### config.mk
export PLATFORM = sky130hd
export DESIGN_NAME = logic_gate_pipe_flat
export DESIGN_NICKNAME = d
export VERILOG_FILES = /design/src/rtl/logic_gate_pipe_if.sv /design/src/rtl/logic_gate_pipe.sv /design/src/flat_wrapper.sv
export SDC_FILE = /design/constraint.sdc
export NUM_CORES = 1
export LEC_CHECK = 0
export BUFFER_PORTS_ARGS = -buffer_cell sky130_fd_sc_hd__clkbuf_2
export CAP_MARGIN = 25
export CORE_MARGIN = 5
export CORE_UTILIZATION = 40
export CTS_CLUSTER_DIAMETER = 120
export DETAILED_ROUTE_END_ITERATION = 8
export SLEW_MARGIN = 10
export SYNTH_ARGS = -nofsm -noshare
export SYNTH_HDL_FRONTEND = slang
export SYNTH_SLANG_ARGS = --single-unit
### constraint.sdc
create_clock -name clk -period 6.8 [get_ports clk]
set_input_delay 0.68 -clock clk [delete_from_list [all_inputs] [get_ports clk]]
set_output_delay 0.68 -clock clk [all_outputs]
set_load 0.02 [all_outputs]
### src/rtl/logic_gate_pipe_if.sv
// Streaming handshake bundle for logic_gate_pipe: input beats and packet results.
// The out_parity signal is present only when LOGIC_GATE_PIPE_PARITY_EN is defined.
interface logic_gate_pipe_if #(
    parameter int WIDTH = 8,
    parameter int CNT_W = 4
);
    logic             in_valid;
    logic             in_ready;
    logic [WIDTH-1:0] in_a;
    logic [WIDTH-1:0] in_b;
    logic [2:0]       in_op;
    logic             in_last;
    logic             out_valid;
    logic             out_ready;
    logic [WIDTH-1:0] out_y;
    logic [CNT_W-1:0] out_beats;
    logic             out_sat;
    logic             out_zero;
`ifdef LOGIC_GATE_PIPE_PARITY_EN
    logic             out_parity;

    modport slave (
        input  in_valid, in_a, in_b, in_op, in_last, out_ready,
        output in_ready, out_valid, out_y, out_beats, out_sat, out_zero, out_parity
    );
    modport master (
        output in_valid, in_a, in_b, in_op, in_last, out_ready,
        input  in_ready, out_valid, out_y, out_beats, out_sat, out_zero, out_parity
    );
`else
    modport slave (
        input  in_valid, in_a, in_b, in_op, in_last, out_ready,
        output in_ready, out_valid, out_y, out_beats, out_sat, out_zero
    );
    modport master (
        output in_valid, in_a, in_b, in_op, in_last, out_ready,
        input  in_ready, out_valid, out_y, out_beats, out_sat, out_zero
    );
`endif
endinterface

### src/rtl/logic_gate_pipe.sv
// Registered bitwise logic op (AND/OR/XOR/PASS, optional invert) folding multi-beat packets.
// Optional feature macro: LOGIC_GATE_PIPE_PARITY_EN adds out_parity (XOR-reduction of out_y).
module logic_gate_pipe #(
    parameter int WIDTH = 8,
    parameter int CNT_W = 4
) (
    input logic             clk,
    input logic             rst,
    logic_gate_pipe_if.slave bus
);
    typedef enum logic {IDLE, ACC} state_t;

    localparam logic [CNT_W-1:0] CNT_MAX = '1;
    localparam logic [CNT_W-1:0] CNT_ONE = CNT_W'(1);

    state_t           state_q, state_d;
    logic [WIDTH-1:0] acc_q, acc_d;
    logic [2:0]       op_q, op_d;
    logic [CNT_W-1:0] cnt_q, cnt_d;
    logic             sat_q, sat_d;

    logic             valid_q, valid_d;
    logic [WIDTH-1:0] y_q, y_d;
    logic [CNT_W-1:0] beats_q, beats_d;
    logic             osat_q, osat_d;
    logic             zero_q, zero_d;

    logic             accept;
    logic [2:0]       op_eff;
    logic [WIDTH-1:0] beat_v;
    logic [WIDTH-1:0] acc_nx;
    logic [CNT_W-1:0] cnt_nx;
    logic             sat_nx;
    logic [WIDTH-1:0] res;

    function automatic logic [WIDTH-1:0] base_op(input logic [1:0] op,
                                                 input logic [WIDTH-1:0] x,
                                                 input logic [WIDTH-1:0] y);
        case (op)
            2'd0:    return x & y;
            2'd1:    return x | y;
            2'd2:    return x ^ y;
            default: return x;
        endcase
    endfunction

    assign bus.in_ready = !valid_q || bus.out_ready;
    assign accept       = bus.in_valid && bus.in_ready;

    // The first beat of a packet uses its own op; later beats reuse the latched one.
    always_comb begin
        op_eff = (state_q == IDLE) ? bus.in_op : op_q;
        beat_v = base_op(op_eff[1:0], bus.in_a, bus.in_b);
        acc_nx = beat_v;
        cnt_nx = CNT_ONE;
        sat_nx = 1'b0;
        if (state_q == ACC) begin
            acc_nx = (op_q[1:0] == 2'd3) ? beat_v : base_op(op_q[1:0], acc_q, beat_v);
            if (cnt_q == CNT_MAX) begin
                cnt_nx = cnt_q;
                sat_nx = 1'b1;
            end else begin
                cnt_nx = cnt_q + CNT_ONE;
                sat_nx = sat_q;
            end
        end
        res = op_eff[2] ? ~acc_nx : acc_nx;
    end

    always_comb begin
        state_d = state_q;
        acc_d   = acc_q;
        op_d    = op_q;
        cnt_d   = cnt_q;
        sat_d   = sat_q;
        valid_d = valid_q && !bus.out_ready;
        y_d     = y_q;
        beats_d = beats_q;
        osat_d  = osat_q;
        zero_d  = zero_q;
        if (accept) begin
            acc_d   = acc_nx;
            op_d    = op_eff;
            cnt_d   = cnt_nx;
            sat_d   = sat_nx;
            state_d = bus.in_last ? IDLE : ACC;
            if (bus.in_last) begin
                valid_d = 1'b1;
                y_d     = res;
                beats_d = cnt_nx;
                osat_d  = sat_nx;
                zero_d  = (res == '0);
            end
        end
    end

    always_ff @(posedge clk) begin
        if (rst) begin
            state_q <= IDLE;
            acc_q   <= '0;
            op_q    <= '0;
            cnt_q   <= '0;
            sat_q   <= 1'b0;
            valid_q <= 1'b0;
            y_q     <= '0;
            beats_q <= '0;
            osat_q  <= 1'b0;
            zero_q  <= 1'b1;
        end else begin
            state_q <= state_d;
            acc_q   <= acc_d;
            op_q    <= op_d;
            cnt_q   <= cnt_d;
            sat_q   <= sat_d;
            valid_q <= valid_d;
            y_q     <= y_d;
            beats_q <= beats_d;
            osat_q  <= osat_d;
            zero_q  <= zero_d;
        end
    end

    assign bus.out_valid = valid_q;
    assign bus.out_y     = y_q;
    assign bus.out_beats = beats_q;
    assign bus.out_sat   = osat_q;
    assign bus.out_zero  = zero_q;

`ifdef LOGIC_GATE_PIPE_PARITY_EN
    logic parity_q;

    always_ff @(posedge clk) begin
        if (rst) begin
            parity_q <= 1'b0;
        end else if (accept && bus.in_last) begin
            parity_q <= ^res;
        end
    end

    assign bus.out_parity = parity_q;
`endif
endmodule

### src/flat_wrapper.sv
// flat-port wrapper written by rule: the top's interface ports become plain ports
module logic_gate_pipe_flat 
#(
    parameter int WIDTH = 8,
    parameter int CNT_W = 4
)
  (clk, rst, bus_in_valid, bus_in_a, bus_in_b, bus_in_op, bus_in_last, bus_out_ready, bus_in_ready, bus_out_valid, bus_out_y, bus_out_beats, bus_out_sat, bus_out_zero);
  logic_gate_pipe_if #(.WIDTH(WIDTH), .CNT_W(CNT_W)) bus_i ();
  input logic clk;
  input logic rst;
  input wire logic [$bits(bus_i.in_valid)-1:0] bus_in_valid;
  input wire logic [$bits(bus_i.in_a)-1:0] bus_in_a;
  input wire logic [$bits(bus_i.in_b)-1:0] bus_in_b;
  input wire logic [$bits(bus_i.in_op)-1:0] bus_in_op;
  input wire logic [$bits(bus_i.in_last)-1:0] bus_in_last;
  input wire logic [$bits(bus_i.out_ready)-1:0] bus_out_ready;
  output wire logic [$bits(bus_i.in_ready)-1:0] bus_in_ready;
  output wire logic [$bits(bus_i.out_valid)-1:0] bus_out_valid;
  output wire logic [$bits(bus_i.out_y)-1:0] bus_out_y;
  output wire logic [$bits(bus_i.out_beats)-1:0] bus_out_beats;
  output wire logic [$bits(bus_i.out_sat)-1:0] bus_out_sat;
  output wire logic [$bits(bus_i.out_zero)-1:0] bus_out_zero;
  assign bus_i.in_valid = bus_in_valid;
  assign bus_i.in_a = bus_in_a;
  assign bus_i.in_b = bus_in_b;
  assign bus_i.in_op = bus_in_op;
  assign bus_i.in_last = bus_in_last;
  assign bus_i.out_ready = bus_out_ready;
  assign bus_in_ready = bus_i.in_ready;
  assign bus_out_valid = bus_i.out_valid;
  assign bus_out_y = bus_i.out_y;
  assign bus_out_beats = bus_i.out_beats;
  assign bus_out_sat = bus_i.out_sat;
  assign bus_out_zero = bus_i.out_zero;
  logic_gate_pipe #(.WIDTH(WIDTH), .CNT_W(CNT_W)) u_core (.clk(clk), .rst(rst), .bus(bus_i));
endmodule
# Word level (Yosys, flattened, before mapping)
# Index checks and enable logic that the tools add are counted.
# W data, S select, Z words.
# word_totals
word_cells,46
output_inout_bits,16
inputBits,24
ff_bits,32
# classes
muxes,13
bitwise_logic,7
add_sub_neg,1
reduce_logical,9
eq_ne,6
# ops
operator,count
$pmux W8 S3,2
$mux W8,3
$and A8 B8 Y8,2
$or A8 B8 Y8,2
$xor A8 B8 Y8,2
$logic_not A8 Y1,1
$mux W4,2
$not A8 Y8,1
$eq A2 B2 Y1 const B,3
$mux W1,5
$add A4 B1 Y4 const B,1
$eq A2 B1 Y1 const B,2
$eq A4 B4 Y1 const B,1
$logic_not A2 Y1,2
$mux W3,1
$logic_and A1 B1 Y1,2
$logic_not A1 Y1,2
$reduce_and A2 Y1,1
$logic_or A1 B1 Y1,1

# Logic depth before layout (Yosys ltp)
# Gate-level depths: netlist of the first run.
# logic_depth
ltp_word,10
depth_mapped,15
depth_no_buf,15

# Worst setup path before layout of the first run
# Ideal clock, no wire load.
# synth_timing
path_kind,input to register
from,input bus_in_op[1]
to,register u_core.zero_q (netlist: u_core.bus.out_zero)
n_path_buf,1
setup_time_ps,84
arrival_ps,2907
t_required_ps,6716
path_stages,11
path_slack_ps,3808
path_cell_list,buf_6 mux2i_4 mux2_2 mux2_2 ha_1 mux2i_1 a222oi_1 o21ai_1 nor3_1 a22oi_1 o31ai_2
# synth_via
elab_chain_len,10
elab_cells_between_ends,14
classes_between,2 x eq/ne; 6 x mux; 4 x bitwise; 2 x reduce/logical
# synth_rtl
item,line,text
start: declaration,flat_wrapper.sv:14,input wire logic [$bits(bus_i.in_op)-1:0] bus_in_op;
$mux W3 (*),logic_gate_pipe.sv:52,op_eff = (state_q == IDLE) ? bus.in_op : op_q;
"$eq A2 B2 Y1, or another cell as far along",logic_gate_pipe.sv:39,case (op)
$pmux W8 S3 (*),logic_gate_pipe.sv:39,
"$xor A8 B8 Y8, or another cell as far along",logic_gate_pipe.sv:42,2'd2: return x ^ y;
$pmux W8 S3,logic_gate_pipe.sv:39,
$mux W8,logic_gate_pipe.sv:58,"acc_nx = (op_q[1:0] == 2'd3) ? beat_v : base_op(op_q[1:0], acc_q, beat_v);"
$mux W8 (*),logic_gate_pipe.sv:57,if (state_q == ACC) begin
$not A8 Y8,logic_gate_pipe.sv:67,res = op_eff[2] ? ~acc_nx : acc_nx;
$mux W8 (*),logic_gate_pipe.sv:67,
$logic_not A8 Y1 (*),logic_gate_pipe.sv:92,zero_d = (res == '0);
end signal: assignment,logic_gate_pipe.sv:119,zero_q <= zero_d;
end: declaration,logic_gate_pipe.sv:26,"logic zero_q, zero_d;"
# Every way passes the cells marked *; elsewhere a longest branch is shown, timed or not.
# A chain may end at the register's enable or synchronous reset.

# Worst setup path in the final report of the first run
# layout_timing
from,register u_core.op_q[1]
to,register u_core.zero_q (netlist: u_core.bus.out_zero)
# layout_via
elab_chain_len,10
elab_cells_between_ends,18
classes_between,5 x eq/ne; 6 x mux; 4 x bitwise; 3 x reduce/logical
# layout_rtl
item,line,text
start: declaration,logic_gate_pipe.sv:18,"logic [2:0] op_q, op_d;"
start signal: assignment,logic_gate_pipe.sv:112,op_q <= op_d;
$mux W3,logic_gate_pipe.sv:52,
"$eq A2 B2 Y1, or another cell as far along",logic_gate_pipe.sv:39,
$pmux W8 S3,logic_gate_pipe.sv:39,
"$xor A8 B8 Y8, or another cell as far along",logic_gate_pipe.sv:42,
$pmux W8 S3,logic_gate_pipe.sv:39,
$mux W8,logic_gate_pipe.sv:58,
$mux W8 (*),logic_gate_pipe.sv:57,
$not A8 Y8,logic_gate_pipe.sv:67,
$mux W8 (*),logic_gate_pipe.sv:67,
$logic_not A8 Y1 (*),logic_gate_pipe.sv:92,
# Marked as above.

==> summary.md, run 1 <==
• finished clean — status
• 52 — Synth cell types
• 0.00883 sq mm — total die area
• u_core.op_q[1] — Setup crit start
• 0 — fraction of registers with async set or reset after synthesis
• 70 ps — Clk pin slew, worst setup/hold paths
• 2 — number of H-tree levels
• 40 — Top-Level Pins
• 40 — maximum number of pins on one net before global-route repair
• 2531 — routed vias
• 3380 ps — time the final worst path needs with I/O delays and setup
• 0 — DRC errors left
• 447 — NumNets Final
• u_core.bus.out_zero — capture instance of the worst register-to-register path
• 356 uW — internal power
• nor2_1 (38), a21oi_1 (36), inv_1 (36) — commonest cells in the netlist
• 94.0 microns — horizontal extent of the die
• 0 — CTS Hold Buffers Added
• 0.00683 sq mm — area inside the core boundary
• 32 — sinks on the clock net
• 6.57 mm — wire length after detailed routing
• nor2_1 — most common cell in the netlist
• 2 — hold-critical path depth
• 296 MHz — peak clock frequency supported by timing
• u_core.bus.out_y[4] — worst hold path startpoint
• 0 — Antenna Violating Nets Remaining
• 0.413 — Starting Density
• 0 — total of warnings raised by yosys
• 4.18 ps — setup skew after layout
• 0 ps — total negative slack
• 10.9 mm — global-route wire length before repair
• flop — startpoint class of the critical path
• 0.454 — post-layout utilization of the core
• 6990 ps — required arrival time at the worst endpoint
• dfxtp_1 — cell taking the most area after synthesis
• 0.227 — sequential element share of the synthesized area
• 0.156 — share of final-layout standard cells stronger than drive strength 1
• 997 ps — actual slew at the worst max-slew pin
• 0.343 — switching share of total power
• 3420 ps — register-to-register setup slack
• 0 — Final Max Slew Viols
• 0 — setup violation total in the final timing report
• dfxtp_1 — predominant post-synthesis flop cell
• 0.0756 mV — worst voltage drop across the vdd grid
• 7.77 sq um — average footprint of a synthesized cell
• no — setup repair after global routing missed its margin
• reg2reg — Hold Path Class
• u_core.bus.out_y[4] — worst hold endpoint
• 0 — antenna cell count
• 1 — Bufs and invs on worst path
• 980 ps — delay of the slowest cell on the worst path
• 0 — Post CTS Setup Buffer Count
• 175 mW/mm^2 — Cell Pwr Density
• 0.149 — Tot GR Track Use
• 0.00138 uW — P_leak
• flop — CP Capture Type
• 125 — DRT iter0 DRCs
• 39 — Port-buffer cells
• dfxtp_1 (23%), ha_1 (15%), mux2i_1 (7.1%) — largest cells by area after synthesis
• 420 — Synthesized Nets
• 186 uW — Switching Power
• 13 — path depth of the worst reg2reg path
• nor2_1 — Top cell by count, worst path
• 94.0 microns — overall die height
• reg2reg — kind of critical path
• 0.227 — area share of the largest cell type after synthesis
• 0 — residual overflow from global routing
• 450 ps — worst hold slack
• 22 — crit path max fanout
• 0 — number of failing hold endpoints at the final stage
• 0 — Resize count post-CTS
• 5.20 — average vias per placed instance
• dfxtp_1 — standard cell with the maximum stage delay on the critical path
• 4.84 mm — Detail Placement HPWL
• 0 — count of flip-flops with a built-in enable after synthesis
• 0.497 — share of the clock period used by the worst path after layout
• 0.393 — share of power burned in registers
• 363 — cell count after synthesis
• 0.334 — worst rel slew slack
• 280 ps — clock latency reported for the late side of the worst-skew pair
• 0 — reported max-cap violation count
• 0.328 — combinational share of power
• 32 — Seq cells post-synth
• 0.815 — RePlAce Congestion
• 2 — deepest clock path buffer count
• and3b_1, o21bai_1, nand2_1, nor2_1, nor2_1, inv_1, ha_1, mux2i_1, a32o_1, a311oi_2, and4_1, a22oi_1, o31ai_2 — cell-by-cell trace of the critical path
• 0.00282 sq mm — cell area after technology mapping
• 0.00310 sq mm — Design Area, Final
• u_core.op_q[1] — origin of the critical flop-to-flop path
• compound AO/OA/AOI/OAI gates — kind of cell adding the most delay to the critical path
• built — CTS tree
• 487 — Finished Layout Cells
• 13.5 microns — average routed wire per standard cell
• clkbuf_8 — clk root buf
• 30 — placement row count
• 0 — number of antenna violations at the first check in global routing
• 479 — post-placement cell count
• 2382 — number of global-route vias before repair
• 5 — TritonCTS buffer count
• 0.279 — relative contribution of the clock network to total power
• 3570 ps — arrival time reported for the critical path endpoint
• 0.00301 sq mm — Area after DPL
• 5 — first drt pass iteration count
• 10.1% — area grow syn2layout
## worst max-delay path by stage
stage          slack (ps)                   to  cells after the start
4_1_cts              3430  u_core.bus.out_zero                     13
6_report             3420  u_core.bus.out_zero                     13
2_1_floorplan        3810  u_core.bus.out_zero                     11
5_1_grt              3100  u_core.bus.out_zero                     10
3_5_place_dp         3320  u_core.bus.out_zero                     11
3_3_place_gp         3410  u_core.bus.out_zero                     11
## sequential cells by signal, summed over array words and instances (netlist names)
signal	count
u_core.bus.out_y	8
u_core.bus.out_valid	1
u_core.sat_q	1
u_core.op_q	3
u_core.acc_q	8
u_core.bus.out_beats	4
u_core.bus.out_zero	1
u_core.state_q	1
u_core.bus.out_sat	1
u_core.cnt_q	4
## metrics by stage
stage / setup WS (ps) / power, uW
after floorplan: 3810 / 353
final: 3420 / 542
after CTS: 3430 / 547
after detailed placement: 3320 / 395
after global placement: 3410 / 391
after global routing: 3100 / 579
## final cells by class
class | instances | area, sq um
clock buffers | 8 | 90.1
multi-input cells | 275 | 1910
repair buffers | 40 | 203
fillers | 714 | 3730
inverters | 36 | 135
well taps | 96 | 120
flip-flops and latches | 32 | 641
## kinds of logic (layout without fill, tap and decap cells)
group                    count (synthesis)  count (layout)  synth area share
adder cells (fa/ha/maj)                 33              33             0.146
buffers and inverters                   56              84            0.0937
AND/OR/NAND/NOR                        115             115             0.198
XOR/XNOR                                 5               5            0.0155
AO/OA/AOI/OAI                           95              95             0.217
flip-flops                              32              32             0.227
multiplexers                            27              27             0.103
## worst reg2reg max path, stage by stage, from the launching register on
cell and delay [ps]:
dfxtp_1 980, and3b_1 380, o21bai_1 240, nand2_1 70
nor2_1 90, nor2_1 60, inv_1 60, ha_1 120
mux2i_1 60, a32o_1 260, a311oi_2 410, and4_1 270
a22oi_1 90, o31ai_2 190
## metal layers
| layer | share of wire | vias up | track usage | routed length (microns) |
|---|---|---|---|---|
| met1 | 0.46 | 1169 | 0.193 | 3050 |
| met3 | 0.029 | 9 | 0.0240 | 192 |
| met2 | 0.50 | 37 | 0.257 | 3260 |
| met4 | 0.010 | 0 | 0.0337 | 69 |
| li1 | - | 1316 | - | - |
| met5 | 0 | - | 0 | 0 |
## layout by cell type, fill, tap and decap left out, types with 3 or more instances in the layout
cell,count
clkbuf_2,39
nor2_1,38
inv_1,36
a21oi_1,36
nand2_1,33
ha_1,33
dfxtp_1,32
mux2i_1,20
o21ai_0,12
nor2b_1,9
nor3_1,9
a22oi_1,7
mux2_2,6
a31oi_1,6
o211ai_1,6
clkbuf_8,6
nand3_1,5
xnor2_1,5
and3_1,4
and2_1,3
o21bai_1,3
o21a_1,3
a211oi_1,3
## power groups by stage
stage | Combinational, uW | Sequential [uW] | Clock, uW
detailed placement | 178 | 217 | 0
finish | 178 | 213 | 151
CTS | 179 | 213 | 155
global placement | 174 | 216 | 0
global route | 202 | 214 | 162
floorplan | 137 | 217 | 0
No activity file was read; power rests on OpenSTA's default activity.
==> inputs of run 2 (changes only) <==
- clock period: 6.8 -> 3.25 ns (I/O delays scaled with it)
==> summary.md, run 2 (synthesis gave the netlist of run 1 again) <==
• finished clean — status
• 127 — DRT iter0 DRCs, +1.6%
• clkbuf_2 (39), nor2_1 (38), inv_1 (36), a21oi_1 (36) — highest-count cells in the layout ignoring fill and taps
• 0.881 — RePlAce Congestion, +8.0%
• reg2reg — kind of critical path
• 0 — Final Max Slew Viols, unchanged
• 0 — DRC errors left, unchanged
• 13.8% — area grow syn2layout
• 0.152 — Tot GR Track Use, +0.00360
• 0.484 — worst rel slew slack, +0.150
• 1220 uW — overall power after layout, +120%
• 0 — reported max-cap violation count, unchanged
• 0 — Resize count post-CTS, unchanged
• 814 uW — internal power, +130%
• 39 — Port-buffer cells, unchanged
• 0 — number of failing hold endpoints at the final stage, unchanged
• 0.00321 sq mm — Design Area, Final, +3.4%
• no — setup repair after global routing missed its margin
• 0 — CTS Hold Buffers Added, unchanged
• 379 mW/mm^2 — Cell Pwr Density, +120%
• 3 — hold-critical path depth, +1
• 290 ps — clock latency reported for the late side of the worst-skew pair, about the same
• 0.917 — share of the clock period used by the worst path after layout, +0.420
• 402 uW — Switching Power, +120%
• 0.331 — switching share of total power, -0.0123
• 0.00883 sq mm — total die area, unchanged
• 0 ps — total negative slack, unchanged
• 0.180 — share of final-layout standard cells stronger than drive strength 1, +0.0235
• 5 — TritonCTS buffer count, unchanged
• 270 ps — worst setup margin, -3150 ps
• 3120 ps — arrival time reported for the critical path endpoint, -450 ps
• 30 — placement row count, unchanged
• 6.64 mm — wire length after detailed routing, +0.99%
• 11.1 mm — global-route wire length before repair, +1.3%
• 0.00683 sq mm — area inside the core boundary, unchanged
• 0.00191 sq mm — area of the multi-input gates, unchanged
• 0.156 mV — worst voltage drop across the vdd grid, +110%
• 0.00310 sq mm — Area after DPL, +2.9%
• 94.0 microns — overall die height, unchanged
• 0 — antenna cell count, unchanged
• 0.312 — relative contribution of the clock network to total power, +0.033
• 5 — first drt pass iteration count, unchanged
• built — CTS tree
• 0 — residual overflow from global routing, unchanged
• 752 ps — actual slew at the worst max-slew pin, -245 ps
• 457 — NumNets Final, +2.2%
• 6.47 ps — setup skew after layout, +2.30 ps
• 33 — maximum number of pins on one net before global-route repair, -18%
• flop — CP Capture Type
• 32 — sinks on the clock net, unchanged
• 19 — crit path max fanout, -14%
• 0.00144 uW — P_leak, +4.6%
• 0 — Post CTS Setup Buffer Count, unchanged
• 2980 ps — time the final worst path needs with I/O delays and setup, -397 ps
• 336 MHz — peak clock frequency supported by timing, +13%
• 13.4 microns — average routed wire per standard cell, -1.0%
• 0.413 — Starting Density, unchanged
• 5.00 mm — Detail Placement HPWL, +3.3%
• 2 — number of H-tree levels, unchanged
• 2565 — routed vias, +1.3%
• 0 — setup violation total in the final timing report, unchanged
• clkbuf_8 — clk root buf
• 2368 — number of global-route vias before repair, -0.59%
• 725 — final-layout fill cell count, +1.5%
• 0 — Antenna Violating Nets Remaining, unchanged
• flop — startpoint class of the critical path
• 3390 ps — required arrival time at the worst endpoint, -3600 ps
• clkbuf_2 — most common cell after layout, fill and taps aside
• 70 ps — Clk pin slew, worst setup/hold paths, about the same
• 0 — number of antenna violations at the first check in global routing, unchanged
• 641 sq um — Storage cell area, unchanged
• 0.324 — combinational share of power, -0.004
• 5.16 — average vias per placed instance, -0.70%
• 0.364 — share of power burned in registers, -0.029
• 40 — Top-Level Pins, unchanged
• 10 — path depth of the worst reg2reg path, -3
• 94.0 microns — horizontal extent of the die, unchanged
• 2 — deepest clock path buffer count, unchanged
• 305 ps — minimum setup slack after placement, -3010 ps
• in2reg — Hold Path Class
[run 2: layer usage]
layer,vias to the layer above,part of all wire,track usage,wire length [microns]
met4,0,0.0021,0.0217,14
met5,-,0,0,0
li1,1337,-,-,-
met1,1172,0.47,0.200,3130
met2,54,0.48,0.261,3220
met3,2,0.041,0.0329,272
[run 2: worst paths after layout]
| path | start | to | slack (ps) |
|---|---|---|---|
| min reg2reg | u_core.bus.out_y[4] | u_core.bus.out_y[4] | 450 |
| max reg2reg | u_core.op_q[0] | u_core.bus.out_y[1] | 270 |
| max | u_core.op_q[0] | u_core.bus.out_y[1] | 270 |
| min | bus_out_ready | u_core.bus.out_valid | 400 |
[run 2: area by class of cell]
type	count	area share
Multi-Input combinational cell	275	0.597
Sequential cell	32	0.200
Timing Repair Buffer	50	0.0905
Inverter	36	0.0421
Tap cell	96	0.0374
Clock buffer	6	0.0226
Clock inverter	2	0.0109
[run 2: stage by stage]
stage                util  cells  hold WS, ps
floorplan               -    363          427
global placement    0.454    489          440
detailed placement  0.454    489          446
CTS                 0.470    497          404
global route        0.470    497          451
finish              0.470    497          404
[run 2: power by group through the flow]
stage	clock network (uW)	logic, uW	registers, uW
4_1_cts	387	395	443
2_1_floorplan	0	286	453
3_5_place_dp	0	393	452
5_1_grt	404	448	446
3_3_place_gp	0	386	450
6_report	379	394	443
[run 2: critical path, stage by stage, from the launching register on]
cell,delay [ps]
dfxtp_1,710
nand3_1,310
a21oi_1,300
a31oi_1,130
ha_1,310
mux2_2,160
o2bb2ai_1,100
mux2_2,310
or3_1,340
nand3_1,80
a21oi_1,70
